File: config.mk
export PLATFORM = sky130hd
export DESIGN_NAME = mem_bus_arbiter
export DESIGN_NICKNAME = d
export VERILOG_FILES = /design/src/rtl/mem_bus_arbiter.sv
export SDC_FILE = /design/constraint.sdc
export NUM_CORES = 1
export LEC_CHECK = 0
export CAP_MARGIN = 20
export CORE_MARGIN = 1
export CORE_UTILIZATION = 40
export CTS_BUF_LIST = sky130_fd_sc_hd__clkbuf_16
export DETAILED_ROUTE_END_ITERATION = 10
export PLACE_DENSITY_LB_ADDON = 0.15
export SETUP_SLACK_MARGIN = 0.4
export SLEW_MARGIN = 20
export SYNTH_ARGS = -nofsm -noshare
export SYNTH_HDL_FRONTEND = slang
export SYNTH_SLANG_ARGS = --single-unit
File: constraint.sdc
create_clock -name clk -period 2.1 [get_ports clk]
set_input_delay 0.315 -clock clk [delete_from_list [all_inputs] [get_ports clk]]
set_output_delay 0.315 -clock clk [all_outputs]
set_load 0.02 [all_outputs]
File: src/rtl/mem_bus_arbiter.sv
// -----------------------------------------------------------------------------
// mem_bus_arbiter
//   Shares one single-ported memory bus between the instruction-fetch port and
//   the MEM-stage data port. A request is latched onto the bus and held there
//   until bus_ack_i arrives. The read data is then returned together with a
//   one-cycle ready pulse. The data port has fixed priority over fetch.
//
//   Optional feature: define MEM_ARB_TIMEOUT_EN to abort a bus cycle after
//   TIMEOUT_CYCLES cycles without an ack. An abort pulses bus_err_o, returns
//   zero data and still completes the request. Without the macro the arbiter
//   waits for an ack indefinitely and bus_err_o is tied low.
//
// Ports
//   clk, rst                 clock; synchronous active-low reset
//   if_ce_i / if_addr_i      fetch request, held until if_ready_o
//   if_data_o / if_ready_o   fetched word and its one-cycle completion pulse
//   mem_ce_i/we/sel/addr/data data request, held until mem_ready_o
//                            (sel == 0 marks a suppressed misaligned access)
//   mem_data_o / mem_ready_o load data and its one-cycle completion pulse
//   flush_i                  discards the result of an in-flight fetch
//   bus_*_o / bus_*_i        single-ported memory bus (req held until ack)
//   stall_req_o              a requester is still waiting for completion
//   bus_err_o                one-cycle timeout pulse
// -----------------------------------------------------------------------------
module mem_bus_arbiter #(
    parameter int DATA_W         = 32,
    parameter int ADDR_W         = 32,
    parameter int TIMEOUT_CYCLES = 255,
    parameter int CNT_W          = 8
) (
    input  logic              clk,
    input  logic              rst,
    input  logic              if_ce_i,
    input  logic [ADDR_W-1:0] if_addr_i,
    output logic [DATA_W-1:0] if_data_o,
    output logic              if_ready_o,
    input  logic              mem_ce_i,
    input  logic              mem_we_i,
    input  logic [3:0]        mem_sel_i,
    input  logic [ADDR_W-1:0] mem_addr_i,
    input  logic [DATA_W-1:0] mem_data_i,
    output logic [DATA_W-1:0] mem_data_o,
    output logic              mem_ready_o,
    input  logic              flush_i,
    output logic              bus_req_o,
    output logic              bus_we_o,
    output logic [3:0]        bus_sel_o,
    output logic [ADDR_W-1:0] bus_addr_o,
    output logic [DATA_W-1:0] bus_wdata_o,
    input  logic [DATA_W-1:0] bus_rdata_i,
    input  logic              bus_ack_i,
    output logic              stall_req_o,
    output logic              bus_err_o
);

    typedef enum logic [1:0] {IDLE, D_BUSY, I_BUSY, DONE} state_e;

    localparam logic [CNT_W-1:0] TIMEOUT_LIMIT = CNT_W'(TIMEOUT_CYCLES);

    state_e              state_q;
    logic                flush_q;     // flush seen during the current fetch
    logic [DATA_W-1:0]   if_data_q;
    logic                if_ready_q;
    logic [DATA_W-1:0]   mem_data_q;
    logic                mem_ready_q;
    logic                bus_req_q;
    logic                bus_we_q;
    logic [3:0]          bus_sel_q;
    logic [ADDR_W-1:0]   bus_addr_q;
    logic [DATA_W-1:0]   bus_wdata_q;
    logic                bus_err_q;
`ifdef MEM_ARB_TIMEOUT_EN
    logic [CNT_W-1:0]    cnt_q;
`else
    logic                unused_timeout_cfg;
    assign unused_timeout_cfg = ^TIMEOUT_LIMIT;
`endif

    // NOTE: all state uses non-blocking assignments so every register samples
    // pre-edge values; blocking here would create order-dependent races.
    always_ff @(posedge clk) begin
        if (!rst) begin
            state_q     <= IDLE;
            flush_q     <= 1'b0;
            if_data_q   <= '0;
            if_ready_q  <= 1'b0;
            mem_data_q  <= '0;
            mem_ready_q <= 1'b0;
            bus_req_q   <= 1'b0;
            bus_we_q    <= 1'b0;
            bus_sel_q   <= 4'b0000;
            bus_addr_q  <= '0;
            bus_wdata_q <= '0;
            bus_err_q   <= 1'b0;
`ifdef MEM_ARB_TIMEOUT_EN
            cnt_q       <= '0;
`endif
        end else begin
            // Completion pulses last one cycle unless re-raised below.
            if_ready_q  <= 1'b0;
            mem_ready_q <= 1'b0;
            bus_err_q   <= 1'b0;

            case (state_q)
                IDLE: begin
                    flush_q <= 1'b0;
`ifdef MEM_ARB_TIMEOUT_EN
                    cnt_q   <= '0;
`endif
                    if (mem_ce_i) begin
                        if (mem_sel_i != 4'b0000) begin
                            bus_req_q   <= 1'b1;
                            bus_we_q    <= mem_we_i;
                            bus_sel_q   <= mem_sel_i;
                            bus_addr_q  <= mem_addr_i;
                            bus_wdata_q <= mem_data_i;
                            state_q     <= D_BUSY;
                        end else begin
                            // Suppressed access: complete locally with zero data.
                            mem_data_q  <= '0;
                            mem_ready_q <= 1'b1;
                            state_q     <= DONE;
                        end
                    end else if (if_ce_i) begin
                        bus_req_q   <= 1'b1;
                        bus_we_q    <= 1'b0;
                        bus_sel_q   <= 4'b1111;
                        bus_addr_q  <= if_addr_i;
                        bus_wdata_q <= '0;
                        state_q     <= I_BUSY;
                    end
                end

                D_BUSY, I_BUSY: begin
                    // A flush never aborts the bus cycle; it only drops the result.
                    if (state_q == I_BUSY && flush_i) flush_q <= 1'b1;
                    if (bus_ack_i) begin
                        bus_req_q <= 1'b0;
                        state_q   <= DONE;
                        if (state_q == D_BUSY) begin
                            mem_ready_q <= 1'b1;
                            if (!bus_we_q) mem_data_q <= bus_rdata_i;
                        end else if (!(flush_q || flush_i)) begin
                            if_data_q  <= bus_rdata_i;
                            if_ready_q <= 1'b1;
                        end
                    end
`ifdef MEM_ARB_TIMEOUT_EN
                    // An ack in the limit cycle takes the branch above instead.
                    else if (cnt_q == TIMEOUT_LIMIT) begin
                        bus_req_q <= 1'b0;
                        bus_err_q <= 1'b1;
                        state_q   <= DONE;
                        if (state_q == D_BUSY) begin
                            mem_data_q  <= '0;
                            mem_ready_q <= 1'b1;
                        end else if (!(flush_q || flush_i)) begin
                            if_data_q  <= '0;
                            if_ready_q <= 1'b1;
                        end
                    end else begin
                        cnt_q <= cnt_q + CNT_W'(1);
                    end
`endif
                end

                // One dead cycle lets the requester drop or update its ce.
                DONE:    state_q <= IDLE;
                default: state_q <= IDLE;
            endcase
        end
    end

    assign if_data_o   = if_data_q;
    assign if_ready_o  = if_ready_q;
    assign mem_data_o  = mem_data_q;
    assign mem_ready_o = mem_ready_q;
    assign bus_req_o   = bus_req_q;
    assign bus_we_o    = bus_we_q;
    assign bus_sel_o   = bus_sel_q;
    assign bus_addr_o  = bus_addr_q;
    assign bus_wdata_o = bus_wdata_q;
    assign bus_err_o   = bus_err_q;

    // NOTE: stall is a pure continuous assign of current inputs/outputs, so no
    // storage element (latch) can be inferred for it.
    assign stall_req_o = (mem_ce_i & ~mem_ready_o) | (if_ce_i & ~if_ready_o);

endmodule

Word-level counts from Yosys, hierarchy flattened. Index checks and enable logic that the tools add are counted.

Add/subtract/negate cells: 0. Multiply operators: 0. Divide/modulo/power cells: 0. Order comparisons: 0. Equality and inequality tests: 12. Shifts and indexed selects: 0. Mux-type cells: 36. Bitwise operators: 10. Reductions and logical operators: 14.

Operators with widths (number): two-way mux 32 bit (11); case mux 32 bit (2 select lines) (1); two-way mux 1 bit (13); two-way mux 4 bit (3); != test 2 bit (second input constant) (6); two-way mux 2 bit (4); AND reduction 4 bit (2); inverter 1 bit (7); != test 3 bit (second input constant) (2); case mux 1 bit (2 select lines) (3); case mux 2 bit (3 select lines) (1); AND reduction 6 bit (1); == test 2 bit (second input constant) (2); AND reduction 2 bit (2); nonzero test 2 bit (2); nonzero test 4 bit (1); OR reduction 4 bit (1); AND reduction 3 bit (1); AND 1 bit (2); == test 2 x 1 -> 1 bit (second input constant) (1); zero test 2 bit (1); != test 2 x 1 -> 1 bit (second input constant) (1); OR reduction 2 bit (1); logical AND 1 bit (1); 2 further kinds (2).

Bits in registers: 139. Bits in latches: 0. Memory bits (writable): 0. ROM bits: 0. Bits of input ports: 139. Output and inout bits: 138. Word-level logic and storage cells: 83. Memories kept: 0.

Longest topological paths before layout. Gate-level depths: netlist (run 1).

Depth in word-level cells: 4. Gate-level depth with buffers: 8. Depth with buffers taken out: 6.

Worst setup path before layout (run 1). Ideal clock, no wire load.

Path kind: register to register. Start: reg state_q[0]. End: reg if_data_q[26] (netlist: if_data_o[26]). Setup time: 133 ps. Data arrival time: 1681 ps. Path slack: 287 ps. Cell stages (with the launch flop): 9. Period minus slack after synthesis: 1813 ps. Cell sequence: dfxtp_1 -> inv_1 -> ha_1 -> nand2_1 -> or4_1 -> clkbuf_1 -> clkbuf_1 -> nand2_1 -> a21oi_1.

Longest elaborated chain between the ends: 3. Elaborated cells on any way between the ends: 5. Classes of those cells: eq/ne: 2; bitwise: 1; reduce/logical: 2.

RTL lines: from (decl) (line 60) `state_e state_q;`; from (signal assigned) (line 83) `state_q <= IDLE;`; from (signal assigned) (line 117) `state_q <= D_BUSY;`; from (signal assigned) (line 122) `state_q <= DONE;`; == test 2 bit / == test 2 x 1 -> 1 bit (equally long branches) (line 104, 140); OR reduction 2 bit / inverter 1 bit (equally long branches); AND reduction 4 bit (no line) (*); to (signal assigned) (line 144) `if_data_q <= bus_rdata_i;`; to (decl) (line 62) `logic [DATA_W-1:0] if_data_q;`.

Every way passes the cells marked *; elsewhere a longest branch is shown, timed or not. A chain may end at the register's enable or synchronous reset.

Worst setup path after layout (run 1).
Start: reg if_data_q[21] (netlist: if_data_o[21]). End: out if_data_o[21].

RTL lines: to (decl) (line 35) `output logic [DATA_W-1:0] if_data_o,`.

No word-level cell between the ends.

==> results of run 1 <==
[cell families after synthesis]
kind of cell / count (synthesis)
AO/OA/AOI/OAI: 114
adder cells (fa/ha/maj): 5
buffers and inverters: 60
flip-flops: 139
multiplexers: 67
other: 1
AND/OR/NAND/NOR: 248
[cell usage in the layout, fill, tap and decap left out, drive strengths merged, types with 2 or more instances in the layout]
master / synthesis / final
clkbuf: 36 / 18
bufinv: 0 / 3
mux2i: 67 / 67
inv: 5 / 5
nor4: 2 / 2
o21ai: 2 / 2
nor2: 39 / 39
nand2: 166 / 166
buf: 19 / 24
a211oi: 34 / 34
dlymetal6s2s: 0 / 66
dfxtp: 139 / 139
o221a: 4 / 4
a21oi: 36 / 36
ha: 5 / 5
clkdlybuf4s50: 0 / 141
clkinvlp: 0 / 3
dlygate4sd2: 0 / 65
o22ai: 34 / 34
clkinv: 0 / 9
nand3: 35 / 35
or4: 2 / 2
[per-stage QoR]
step | std cells | utilization [%] | power (W) | setup slack, ps
final | 1085 | 70.1 | 0.0111 | 360
after detailed placement | 1045 | 63.6 | 0.00818 | 29.1
after global placement | 1045 | 63.6 | 0.00806 | 95.1
after floorplan | 634 | - | 0.00624 | 403
after global routing | 1085 | 70.1 | 0.0117 | 312
after CTS | 1081 | 67.8 | 0.0111 | 398
[worst paths after layout]
path,end,from,slack (ps),cells after the start
setup / recovery,if_data_o[21],if_data_o[21]$_SDFFE_PN0P_,360,1
hold / removal,if_data_o[1]$_SDFFE_PN0P_,rst,320,3
setup reg to reg,if_data_o[0]$_SDFFE_PN0P_,state_q[0]$_SDFFE_PN0P_,380,7
hold reg to reg,if_data_o[4]$_SDFFE_PN0P_,if_data_o[4]$_SDFFE_PN0P_,450,2
[power breakdown]
| part | switching, W | internal, W | total [W] |
|---|---|---|---|
| clock | 0.00112 | 0.00184 | 0.00296 |
| combinational | 0.00257 | 0.00208 | 0.00465 |
| sequential | 0.000291 | 0.00321 | 0.00350 |
[timing repair]
action                                  in CTS  in global routing
cloned                                       0                  1
setup buffers                                4                  3
gates resized for setup                     73                 95
pin swaps                                    0                  1
endpoints found under the setup margin     123                107
endpoints found under the hold margin        0                  0
hold buffers                                 0                  0
[per-layer routing]
| metal | share of wire, % | GRT usage [%] | up-vias | wire, um |
|---|---|---|---|---|
| met5 | 0 | 0 | - | 0 |
| met4 | 2.7 | 10.0 | 0 | 471 |
| met3 | 7.7 | 9.03 | 39 | 1330 |
| met2 | 51 | 41.3 | 198 | 8730 |
| met1 | 39 | 26.4 | 2564 | 6740 |
| li1 | - | - | 2703 | - |
[cell type report]
cell class | count | area share, %
clock inverters | 15 | 1.67
multi-input cells | 435 | 27.7
repair buffers | 298 | 33.7
flip-flops and latches | 139 | 29.8
well taps | 176 | 2.35
inverters | 5 | 0.227
clock buffers | 17 | 4.55
[registers in the layout, summed over array words and instances (netlist names)]
name         flops
bus_addr_o      32
mem_ready_o      1
bus_we_o         1
bus_wdata_o     32
state_q          2
if_ready_o       1
if_data_o       32
flush_q          1
bus_sel_o        4
mem_data_o      32
bus_req_o        1
[tightest hold or removal path: cells and delay by family]
family / cells / cell delay [ps]
AO/OA/AOI/OAI: 1 / 140
buffers and inverters: 2 / 240
==> reports/results.ini, run 1 <==
[status]
outcome = completed

[routing]
postRouteAntennaNets = 0
drt_iter0_markers = 349
first_pass_iters = 4
drc = 0
vias = 5504
wire_per_inst_um = 15.9
drt-total-wl_mm = 17.3
via_per_inst = 5.07

[finish]
fillers = 1038
drive_above_1_share_pct = 9.90
multi_input_area_um2 = 2590
diodes = 0
fin_nets = 1040
synthToLayoutAreaGrowth_pct = 69.1
postLayoutCellArea_um2 = 9360
final-seq-area_um2 = 2790

[logic_synthesis]
syn_nets = 778
synth-main-ff-cell = dfxtp_1
synth.most_common_cell = nand2_1
synth-edff-count = 0
synth_top_family_by_area = simple AND/OR/NAND/NOR gates
syn_area_per_cell_um2 = 8.73
yosysTopAreaCellShare_pct = 50.3
yosys.area_share.simple_pct = 18.3
synth_top_area_cell = dfxtp_1
synthAdderAreaFrac_pct = 1.13
synth_area_um2 = 5540
ys_seq_elements = 139
ys_top_cells_by_count = nand2_1, dfxtp_1, mux2i_1, nor2_1
synthCells = 634
async_flop_share_pct = 0
synth_xor_area_share_pct = 0
ys_top_cells_by_area = dfxtp_1, mux2i_1, nand2_1
muxShareOfSynthArea_pct = 12.1
synth_seq_area_share_pct = 50.3
ys_types = 33
synth-compound-area-share_pct = 13.3
yosysWarnings = 0

[clock_network]
cts_tree = yes
clock_path_buffers = 2
htree_levels = 4
clkSinkCount = 139
clk_pin_slew_worst_paths_ps = 60
cts-root-buf = clkbuf_16
clock_latency_ps = 410
cts_buffers = 17

[floorplanning]
die_w_um = 120
ioPinCount = 277
core_area_um2 = 13300
dieArea_um2 = 14300
placementRows = 42
start_util_pct = 41.5
die_y_um = 120

[global_route]
grt_overflow = 0
grt_pass1_wl_mm = 27.0
grt_max_degree = 136
grt_pass1_vias = 5438
grtUsageTotal_pct = 24.0
antenna_found_initial = 0

[timing]
setup_viol = 0
worst_pin_slew_ps = 604
min_period_over_period_pct = 82.9
finalCriticalPeriod_ps = 1740
whs_ps = 321
rsz0062_at_grt = yes
setup_tns_ps = 0
slew_viol_final = 0
hold_viol_final = 0
slew-limit-headroom_pct = 59.7
maxClockFrequency_mhz = 575
finClkSkew_ps = 4.66

[worst_setup_path]
crit_arrival_ps = 1430
path_class = reg -> out
critPathRequiredTime_ps = 1780
cpPeakStageDelay_ps = 640
cp-end-kind = output port
cp-start-kind = flip-flop
cp_max_fo = 2
cp_slowest_cell = clkdlybuf4s50_1
cp_top_family = buffers and inverters
worstPathCellList = clkdlybuf4s50_1
critical_path_buf_inv_count = 1

[flow_run]
maxCapViolCount = 0

[min_path]
hold_path_class = in -> reg

[power_and_ir_drop]
p_leak_nw = 5.02
vdd_drop_max_mv = 0.612
power_density_nw_per_um2 = 1190

[placed_design]
hpwl_mm = 12.0
portBuffers = 275
routabilityCongestion = 0.785
place_area_um2 = 8490

No activity file was read; power rests on OpenSTA's default activity.
==> inputs of run 2 (changes only) <==
CORE_UTILIZATION = 36   (was 40)
clock period = 1.5 ns   (was 2.1 ns; I/O delays follow)
==> run 2 against run 1 <==
The flow now finishes with violations (negative setup slack). Register-to-register slack worse by 530 ps. Clock skew is 5.8 ps higher. Critical path depth is 6 higher. Sequential power increased by 52%. Power up 87%. Global-route usage grew 0.65 points. Combinational power rose by 150%. Routed wire length is 27% higher. Utilization is 8.3 points higher. Flip-flop and latch count is the same.
==> reports/results.ini, run 2 (same netlist as run 1, synthesis figures left out) <==
[routing]
vias = 6109  ; was 5,504
drc = 0  ; unchanged
postRouteAntennaNets = 0  ; unchanged
via_per_inst = 5.13  ; was 5.07
wire_per_inst_um = 18.4  ; was 15.9 um
first_pass_iters = 4  ; unchanged
drt-total-wl_mm = 21.9  ; was 17.3 mm
drt_iter0_markers = 252  ; was 349

[floorplanning]
ioPinCount = 277  ; unchanged
die_w_um = 126  ; was 120 um
core_area_um2 = 14800  ; was 13,300 um^2
placementRows = 44  ; was 42
dieArea_um2 = 15900  ; was 14,300 um^2
die_y_um = 126  ; was 120 um
start_util_pct = 37.5  ; was 41.5%

[global_route]
antenna_found_initial = 1  ; was 0
grt_pass1_wl_mm = 30.9  ; was 27.0 mm
grtUsageTotal_pct = 24.6  ; was 24.0%
grt_pass1_vias = 6226  ; was 5,438
grt_overflow = 0  ; unchanged
grt_max_degree = 67  ; was 136

[clock_network]
cts_buffers = 17  ; unchanged
htree_levels = 4  ; unchanged
cts-root-buf = clkbuf_16  ; unchanged
cts_tree = yes  ; unchanged
clock_path_buffers = 2  ; unchanged
clk_pin_slew_worst_paths_ps = 60  ; about the same
postCtsHoldBufs = 0  ; unchanged
clkSinkCount = 139  ; unchanged
clock_latency_ps = 420  ; was 410 ps

[status]
outcome = finished with violations  ; was completed
violations = negative setup slack

[finish]
mostFrequentLayoutCells = nand2_1, buf_6, clkdlybuf4s50_1, dfxtp_2, mux2i_1  ; was nand2_1, clkdlybuf4s50_1, dfxtp_1, mux2i_1, dlymetal6s2s_1
fin_nets = 1137  ; was 1,040
synthToLayoutAreaGrowth_pct = 109  ; was 69.1%
mostFrequentLayoutCell = nand2_1  ; unchanged
drive_above_1_share_pct = 56.1  ; was 9.90%

[worst_setup_path]
critPathRequiredTime_ps = 1800  ; was 1780 ps
crit_start = state_q[0]$_SDFFE_PN0P_  ; was if_data_o[21]$_SDFFE_PN0P_
path_class = reg -> reg  ; was reg -> out
r2r_cells = 7  ; unchanged
rrSetupSlack_ps = -150  ; was 380 ps
r2r-start = state_q[0]$_SDFFE_PN0P_  ; unchanged
reg2reg_to = if_data_o[14]$_SDFFE_PN0P_  ; was if_data_o[0]$_SDFFE_PN0P_
cp_max_fo = 33  ; was 2
crit_arrival_ps = 1940  ; was 1430 ps
cp-start-kind = flip-flop  ; unchanged
cp-end-kind = flip-flop  ; was output port

[flow_run]
maxCapViolCount = 0  ; unchanged

[timing]
finalCriticalPeriod_ps = 1650
rsz0062_at_grt = yes  ; unchanged
setup_viol = 85  ; was 0
maxClockFrequency_mhz = 607
hold_viol_final = 0  ; unchanged
whs_ps = 176  ; was 321 ps
min_period_over_period_pct = 110
finClkSkew_ps = 10.5  ; was 4.66 ps
slew_viol_final = 0  ; unchanged
setup_ws_ps = -147  ; was 360 ps

[placed_design]
routabilityCongestion = 0.781  ; was 0.785
portBuffers = 275  ; unchanged
preCtsSetupSlack_ps = -438  ; was 29.1 ps
hpwl_mm = 12.5  ; was 12.0 mm

[power_and_ir_drop]
vdd_drop_max_mv = 1.04  ; was 0.612 mV
p_leak_nw = 4.84  ; was 5.02 nW
power_density_nw_per_um2 = 1800  ; was 1190 nW/um^2

[min_path]
hp-start = rst  ; unchanged
holdPathEnd = bus_sel_o[2]$_SDFFE_PN0P_  ; was if_data_o[1]$_SDFFE_PN0P_
holdPathStages = 2  ; was 3
hold_path_class = in -> reg  ; unchanged

[run 2: changes by cell type in the layout (fill, tap and decap cells not counted), moves of 11 or more]
cell            previous run  this run
buf_4                     13        64
nor2_1                    39         8
nor2_4                     0        26
buf_6                      0       159
o22ai_1                   34         1
dfxtp_2                    1       128
a211oi_1                  33         1
dfxtp_1                  137         2
o22ai_2                    0        28
a211oi_2                   1        33
dlygate4sd2_1             65         5
dlymetal6s2s_1            66         0
a21oi_1                   30        19
[run 2: metrics by stage]
stage / instance area (um^2) / total power, W / utilization [%] / setup TNS (ps) / std cells
2_1_floorplan: 5770 / 0.00918 / - / -4370 / 634
3_3_place_gp: 8840 / 0.0118 / 59.9 / -46050 / 1078
3_5_place_dp: 8840 / 0.0119 / 59.9 / -49180 / 1078
4_1_cts: 10700 / 0.0188 / 72.6 / -6870 / 1142
5_1_grt: 11600 / 0.0216 / 78.4 / -15310 / 1190
6_report: 11600 / 0.0208 / 78.4 / -7090 / 1190
[run 2: layout make-up]
class	instances	area, um^2
Multi-Input combinational cell	435	3360
Clock buffer	17	425
Clock inverter	14	133
Inverter	5	18.8
Timing Repair Buffer	395	4420
Sequential cell	139	2980
Antenna cell	1	2.50
Fill cell	892	3190
Tap cell	184	230
[run 2: critical path: stages, from the launching register on]
cell	delay (ps)
dfxtp_2	350
inv_2	50
ha_4	270
nand2_2	50
or4_4	430
buf_12	190
nand2_1	110
a21oi_2	70
[run 2: what timing repair did]
item	CTS	global route
gates resized for setup	1083	83
pin swaps	22	22
setup buffers	25	38
setup endpoints to repair	276	276
gates cloned	8	9
[run 2: worst max-delay path by stage]
stage | end | slack (ps) | depth (start not counted)
final | if_data_o[14]$_SDFFE_PN0P_ | -150 | 7
after global routing | if_data_o[8]$_SDFFE_PN0P_ | -220 | 9
after CTS | if_data_o[14]$_SDFFE_PN0P_ | -140 | 7
after detailed placement | mem_data_o[4]$_SDFFE_PN0P_ | -440 | 6
after global placement | mem_data_o[7]$_SDFFE_PN0P_ | -410 | 6
after floorplan | if_data_o[10]$_SDFFE_PN0P_ | -160 | 8
[run 2: metal layers]
layer / global-route usage (%) / wire length, um
met4: 10.9 / 517
met3: 8.11 / 1670
met1: 25.9 / 8400
met5: 0 / 0
met2: 44.6 / 11300
[run 2: where the power goes]
group	internal (W)	leakage [nW]	switching, W
logic	0.00616	3.38	0.00531
clock network	0.00241	0.264	0.00160
registers	0.00467	1.20	0.000636
total	0.0132	4.84	0.00755
